## src/rtl/neuron_sequencer.sv

```systemverilog
// Sequences image/weight fetches over two Avalon-MM masters, accumulates a signed dot product, writes the result.
// Optional build macro NEURON_RELU_EN clamps negative results to zero at write-back.
module neuron_sequencer #(
   parameter int unsigned OPERAND_W = 16
) (
   input  logic        clk_clk,
   input  logic        reset_reset,
   input  logic        control_start,
   input  logic        control_clear,
   input  logic [31:0] control_base_addr,
   input  logic [7:0]  control_kernel_size,
   output logic        control_done,
   output logic        img_read,
   output logic        img_write,
   output logic [29:0] img_address,
   output logic [31:0] img_writedata,
   input  logic [31:0] img_readdata,
   input  logic        img_waitrequest,
   output logic        weight_read,
   output logic [29:0] weight_address,
   input  logic [31:0] weight_readdata,
   input  logic        weight_waitrequest
);

   localparam int unsigned ADDR_W = 30;
   localparam int unsigned DATA_W = 32;
   localparam int unsigned CNT_W  = 8;

   localparam logic [2:0] S_IDLE   = 3'd0;
   localparam logic [2:0] S_RD_IMG = 3'd1;
   localparam logic [2:0] S_RD_WGT = 3'd2;
   localparam logic [2:0] S_MAC    = 3'd3;
   localparam logic [2:0] S_WR     = 3'd4;
   localparam logic [2:0] S_DONE   = 3'd5;

   logic [2:0]               r_state;
   logic [ADDR_W-1:0]        r_base;
   logic [CNT_W-1:0]         r_n;
   logic [CNT_W-1:0]         r_idx;
   logic signed [DATA_W-1:0] r_acc;
   logic [OPERAND_W-1:0]     r_img;
   logic [OPERAND_W-1:0]     r_wgt;
   logic                     r_done;
   logic                     r_img_read;
   logic                     r_img_write;
   logic [ADDR_W-1:0]        r_img_address;
   logic [DATA_W-1:0]        r_img_writedata;
   logic                     r_weight_read;
   logic [ADDR_W-1:0]        r_weight_address;

   logic [2:0]               w_state_nxt;
   logic [ADDR_W-1:0]        w_base_nxt;
   logic [CNT_W-1:0]         w_n_nxt;
   logic [CNT_W-1:0]         w_idx_nxt;
   logic signed [DATA_W-1:0] w_acc_nxt;
   logic [OPERAND_W-1:0]     w_img_nxt;
   logic [OPERAND_W-1:0]     w_wgt_nxt;
   logic                     w_done_nxt;
   logic                     w_img_read_nxt;
   logic                     w_img_write_nxt;
   logic [ADDR_W-1:0]        w_img_address_nxt;
   logic [DATA_W-1:0]        w_img_writedata_nxt;
   logic                     w_weight_read_nxt;
   logic [ADDR_W-1:0]        w_weight_address_nxt;

   logic signed [OPERAND_W-1:0] w_img_op;
   logic signed [OPERAND_W-1:0] w_wgt_op;
   logic signed [DATA_W-1:0]    w_img_ext;
   logic signed [DATA_W-1:0]    w_wgt_ext;
   logic signed [DATA_W-1:0]    w_prod;
   logic                        w_unused_bits;

   // Only the low OPERAND_W bits of each fetched word and the word-aligned base are meaningful.
   assign w_unused_bits = ^{img_readdata[DATA_W-1:OPERAND_W], weight_readdata[DATA_W-1:OPERAND_W],
                            control_base_addr[1:0]};

   assign w_img_op  = r_img;
   assign w_wgt_op  = r_wgt;
   assign w_img_ext = DATA_W'(w_img_op);
   assign w_wgt_ext = DATA_W'(w_wgt_op);
   assign w_prod    = w_img_ext * w_wgt_ext;

   function automatic logic [DATA_W-1:0] f_result(input logic signed [DATA_W-1:0] a);
`ifdef NEURON_RELU_EN
      f_result = a[DATA_W-1] ? '0 : a;
`else
      f_result = a;
`endif
   endfunction

   // Next-state logic; bus outputs are derived from the next state so they are registered and stable.
   always_comb begin
      w_state_nxt = r_state;
      w_base_nxt  = r_base;
      w_n_nxt     = r_n;
      w_idx_nxt   = r_idx;
      w_acc_nxt   = r_acc;
      w_img_nxt   = r_img;
      w_wgt_nxt   = r_wgt;

      if (control_clear) begin
         w_state_nxt = S_IDLE;
         w_acc_nxt   = '0;
      end else begin
         case (r_state)
            S_IDLE: begin
               if (control_start) begin
                  w_base_nxt  = control_base_addr[31:2];
                  w_n_nxt     = control_kernel_size;
                  w_idx_nxt   = '0;
                  w_acc_nxt   = '0;
                  w_state_nxt = (control_kernel_size != '0) ? S_RD_IMG : S_WR;
               end
            end
            S_RD_IMG: begin
               if (!img_waitrequest) begin
                  w_img_nxt   = img_readdata[OPERAND_W-1:0];
                  w_state_nxt = S_RD_WGT;
               end
            end
            S_RD_WGT: begin
               if (!weight_waitrequest) begin
                  w_wgt_nxt   = weight_readdata[OPERAND_W-1:0];
                  w_state_nxt = S_MAC;
               end
            end
            S_MAC: begin
               w_acc_nxt   = r_acc + w_prod;
               w_idx_nxt   = r_idx + CNT_W'(1);
               w_state_nxt = ((9'(r_idx) + 9'd1) < 9'(r_n)) ? S_RD_IMG : S_WR;
            end
            S_WR: begin
               if (!img_waitrequest) w_state_nxt = S_DONE;
            end
            S_DONE: w_state_nxt = S_DONE;
            default: w_state_nxt = S_IDLE;
         endcase
      end

      w_done_nxt           = 1'b0;
      w_img_read_nxt       = 1'b0;
      w_img_write_nxt      = 1'b0;
      w_img_address_nxt    = '0;
      w_img_writedata_nxt  = '0;
      w_weight_read_nxt    = 1'b0;
      w_weight_address_nxt = '0;
      case (w_state_nxt)
         S_RD_IMG: begin
            w_img_read_nxt    = 1'b1;
            w_img_address_nxt = w_base_nxt + ADDR_W'(w_idx_nxt);
         end
         S_RD_WGT: begin
            w_weight_read_nxt    = 1'b1;
            w_weight_address_nxt = ADDR_W'(w_idx_nxt);
         end
         S_WR: begin
            w_img_write_nxt     = 1'b1;
            w_img_address_nxt   = w_base_nxt + ADDR_W'(w_n_nxt);
            w_img_writedata_nxt = f_result(w_acc_nxt);
         end
         S_DONE: w_done_nxt = 1'b1;
         default: ;
      endcase
   end

   always_ff @(posedge clk_clk or posedge reset_reset) begin
      if (reset_reset) begin
         r_state          <= S_IDLE;
         r_base           <= '0;
         r_n              <= '0;
         r_idx            <= '0;
         r_acc            <= '0;
         r_img            <= '0;
         r_wgt            <= '0;
         r_done           <= 1'b0;
         r_img_read       <= 1'b0;
         r_img_write      <= 1'b0;
         r_img_address    <= '0;
         r_img_writedata  <= '0;
         r_weight_read    <= 1'b0;
         r_weight_address <= '0;
      end else begin
         r_state          <= w_state_nxt;
         r_base           <= w_base_nxt;
         r_n              <= w_n_nxt;
         r_idx            <= w_idx_nxt;
         r_acc            <= w_acc_nxt;
         r_img            <= w_img_nxt;
         r_wgt            <= w_wgt_nxt;
         r_done           <= w_done_nxt;
         r_img_read       <= w_img_read_nxt;
         r_img_write      <= w_img_write_nxt;
         r_img_address    <= w_img_address_nxt;
         r_img_writedata  <= w_img_writedata_nxt;
         r_weight_read    <= w_weight_read_nxt;
         r_weight_address <= w_weight_address_nxt;
      end
   end

   assign control_done   = r_done;
   assign img_read       = r_img_read;
   assign img_write      = r_img_write;
   assign img_address    = r_img_address;
   assign img_writedata  = r_img_writedata;
   assign weight_read    = r_weight_read;
   assign weight_address = r_weight_address;

endmodule

```

## config.mk

```make
export PLATFORM = sky130hd
export DESIGN_NAME = neuron_sequencer
export DESIGN_NICKNAME = d
export VERILOG_FILES = /design/src/rtl/neuron_sequencer.sv
export SDC_FILE = /design/constraint.sdc
export NUM_CORES = 1
export LEC_CHECK = 0
export BUFFER_PORTS_ARGS = -buffer_cell sky130_fd_sc_hd__buf_4
export CAP_MARGIN = 15
export CORE_ASPECT_RATIO = 0.5
export CORE_MARGIN = 2
export CORE_UTILIZATION = 60
export CTS_CLUSTER_DIAMETER = 150
export DETAILED_ROUTE_END_ITERATION = 10
export HOLD_SLACK_MARGIN = 0.05
export PLACE_DENSITY = 0.89
export RECOVER_POWER = 25
export REMOVE_ABC_BUFFERS = 1
export SYNTH_ARGS = -nofsm -noshare
export SYNTH_HDL_FRONTEND = slang
export SYNTH_SLANG_ARGS = --single-unit
```

## constraint.sdc

```tcl
create_clock -name clk_clk -period 9.3 [get_ports clk_clk]
set_input_delay 2.325 -clock clk_clk [delete_from_list [all_inputs] [get_ports clk_clk]]
set_output_delay 2.325 -clock clk_clk [all_outputs]
set_load 0.005 [all_outputs]
```

==> key figures <==
Worst setup path
  – Worst r2r path cells: 21
  – Crit Path Class: reg -> reg
  – CP Max Fanout: 17
  – Worst R2R Start: r_wgt[1]$_DFFE_PP0P_
  – Worst path cell trace: nand2_1 > inv_1 > fa_1 > inv_1 > fa_1 > inv_1 > fa_1 > fa_1 > fa_1 > inv_1 > fa_1 > inv_1 > ha_1 > nand2_1 > or3_1 > or2_2 > o22ai_1 > nor3_1 > xnor2_1 > nand2_1 > a21oi_1
  – Critical Path AT: 7500 ps
  – CP most frequent cell: fa_1
  – Critical-path top delay cell: fa_1
  – Bufs and invs on worst path: 5
  – Critical Path RT: 9650 ps
  – CP startpoint kind: flip-flop
  – Reg2reg end: img_writedata[31]$_DFF_PP0_
  – Crit end category: flip-flop
  – Slowest stage delay, CP: 740 ps
  – Kind of cell adding the most delay to the critical path: adder cells
  – R2R setup slack: 2150 ps

Timing
  – Unrepaired setup endpoints after global routing: false
  – Final Hold Fails: 0
  – Max Slew Vio Count: 120
  – Worst setup margin: 2150 ps
  – Total negative slack: 0 ps
  – Fin crit share: 76.9%
  – Max-slew headroom: -239%
  – Final setup fails: 0
  – Crit path time final: 7150 ps
  – Maximum clock frequency: 140 MHz
  – Worst Clk Skew: 16.7 ps
  – Least-Margin Pin Slew: 5060 ps

Outcome
  – Failing checks: max-capacitance violations, max-slew violations
  – Outcome: finished with violations

Min path
  – Critical hold path startpoint: r_base[7]$_DFF_PP0_
  – Hold Path Class: reg -> reg
  – Depth of the worst hold-timing path: 2
  – Worst Hold End: r_base[7]$_DFF_PP0_

Global routing
  – Largest net degree at the start of global routing: 120
  – GRT overflow: 0
  – First-pass GRT wire length: 76400 microns
  – Vias in the first global route: 15.3k
  – GRT Util Overall: 29.5%
  – Initial antenna violation count: 0

Logic synthesis
  – Seq/Total Area, Yosys: 24.6%
  – Ys Warns: 0
  – Synth Instances: 1963
  – Average footprint of a synthesized cell: 9.69 sq um
  – Async S/R FF share, synth: 100%
  – Yosys top cell area share: 30.8%
  – Area contributors post-synth: fa_1, dfrtp_1, ha_1
  – Number of enable flip-flop cells after synthesis: 0
  – Post-synthesis cell area: 19000 sq um
  – Synth cell types: 63
  – Top_reg_cell synth: dfrtp_1
  – Leading area contributor after synthesis: fa_1
  – Flops & latches, synth: 187

Floorplan
  – Full die area: 33200 sq um
  – Top-level I/O count: 206
  – Die Y: 130 microns
  – Die W: 256 microns
  – Std cell rows: 46
  – Initial core utilization: 60.5%
  – Core area: 31400 sq um

Final layout
  – Layout Nets: 2586
  – Register area: 4680 sq um
  – Filler instances: 2243
  – Area of the multi-input gates: 12600 sq um
  – Number of antenna diodes: 0
  – Most frequent cells in the layout: inv_1, fa_1, nand2_1, dfrtp_1, buf_4
  – Final Util: 66.9%
  – Share of cells above drive strength 1: 11.4%
  – Syn-to-layout area delta: 10.5%
  – Most common cell after layout, fill and taps aside: inv_1

Clock network
  – # Post-CTS Setup Buffers: 0
  – Cts repair resizes: 0
  – Reg clk slew, reported paths: 80 ps
  – H-tree depth: 4
  – CTS sink count: 187
  – CTS Buf Count: 17
  – CTS Root Cell: clkbuf_16
  – Clock tree buffer depth: 2
  – CTS tree: done
  – Post-CTS Hold Buffers: 0
  – Clock Latency Late Sink: 470 ps

Place
  – Post-detail-place hpwl: 34800 microns
  – Input/output buffers: 149
  – Post-Place Setup Slack: 1980 ps
  – Gpl congestion: 0.897

Routing
  – Post-Route WL: 47100 microns
  – Post-route DRC: 0
  – Via count: 14.4k
  – Drt wl/cell: 18.7 microns
  – Pre-antenna DRT Iters: 5
  – Final ANT Viol Nets: 0
  – Drt first-iter violations: 1289
  – Vias per inst: 5.71

Run
  – Max-Cap Viols: 1
-- worst reg2reg max path, stage by stage, from the launching register on --
cell and delay (ps):
dfrtp_1 650, nand2_1 290, inv_1 90, fa_1 740
inv_1 110, fa_1 600, inv_1 360, fa_1 520
fa_1 510, fa_1 510, inv_1 50, fa_1 470
inv_1 50, ha_1 430, nand2_1 160, or3_1 420
or2_2 320, o22ai_1 210, nor3_1 130, xnor2_1 160
nand2_1 90, a21oi_1 160
-- sequential cells by signal, indices dropped and copies added, names as in the netlist --
register        flops
img_write           1
r_img              16
weight_read         1
r_acc              32
r_base             30
r_n                 8
img_writedata      32
r_wgt              16
weight_address      8
r_state             3
img_read            1
control_done        1
r_idx               8
img_address        30
-- per-layer routing --
| metal | share of wire, % | vias to the layer above | global-route usage [%] |
|---|---|---|---|
| li1 | - | 6213 | - |
| met1 | 38 | 7149 | 36.7 |
| met2 | 49 | 796 | 49.8 |
| met3 | 8.6 | 208 | 5.92 |
| met4 | 5.1 | 0 | 15.9 |
| met5 | 0 | - | 0 |
-- how the worst max path moves through the flow --
| stage | startpoint | to | slack, ps | cells past startpoint |
|---|---|---|---|---|
| 2_1_floorplan | reset_reset | control_done$_DFF_PP0_ | 1890 | 1 |
| 3_3_place_gp | control_kernel_size[4] | img_address[29]$_DFF_PP0_ | 2200 | 17 |
| 3_5_place_dp | control_kernel_size[4] | img_address[29]$_DFF_PP0_ | 1980 | 17 |
| 4_1_cts | r_wgt[1]$_DFFE_PP0P_ | img_writedata[31]$_DFF_PP0_ | 2280 | 21 |
| 5_1_grt | r_wgt[1]$_DFFE_PP0P_ | img_writedata[31]$_DFF_PP0_ | 1900 | 21 |
| 6_report | r_wgt[1]$_DFFE_PP0P_ | img_writedata[31]$_DFF_PP0_ | 2150 | 21 |
-- synthesized netlist by cell type, types with 6 or more instances --
| library cell | n |
|---|---|
| inv_1 | 367 |
| fa_1 | 293 |
| nand2_1 | 272 |
| dfrtp_1 | 187 |
| and2_1 | 147 |
| ha_1 | 114 |
| nor2_1 | 85 |
| clkbuf_1 | 64 |
| a21oi_1 | 53 |
| o21ai_0 | 51 |
| mux2_2 | 40 |
| xnor2_1 | 37 |
| xor2_1 | 25 |
| buf_4 | 22 |
| nand3_1 | 18 |
| a21o_1 | 13 |
| and3_1 | 13 |
| nand2b_1 | 13 |
| mux2i_1 | 11 |
| nor2b_1 | 11 |
| nor3_1 | 11 |
| a22o_1 | 10 |
| nand4_1 | 9 |
| a211oi_1 | 8 |
| a31oi_1 | 8 |
| a22oi_1 | 7 |
| nor4_1 | 6 |
-- through the flow --
step | cell area [sq um] | hold slack, ps | instances
2_1_floorplan | 18700 | 446 | 1895
5_1_grt | 21000 | 525 | 2514
3_3_place_gp | 20400 | 460 | 2482
4_1_cts | 21000 | 487 | 2514
3_5_place_dp | 20400 | 470 | 2482
6_report | 21000 | 488 | 2514
-- cell families (layout without fill, tap and decap cells) --
group           count (synthesis)  count (layout)  synth area share, %
compound gates                192             192                 6.41
xor+xnor                       62              62                 2.86
fa+ha+maj                     407             407                 38.3
buf+inv                       456             554                 9.45
flops                         187             187                 24.6
mux                            51              51                 2.95
other cells                     1              22               0.0197
simple gates                  607             607                 15.4
-- cell type report --
| type | instances | share of cell area, % |
|---|---|---|
| Sequential cell | 187 | 22.3 |
| Tap cell | 432 | 2.57 |
| Clock inverter | 14 | 0.970 |
| Multi-Input combinational cell | 1341 | 60.1 |
| Clock buffer | 18 | 2.04 |
| Timing Repair Buffer | 155 | 5.54 |
| Inverter | 367 | 6.56 |
Power is not shown: default switching activity piles up to over one toggle a cycle in this logic, so the estimate is an artifact.
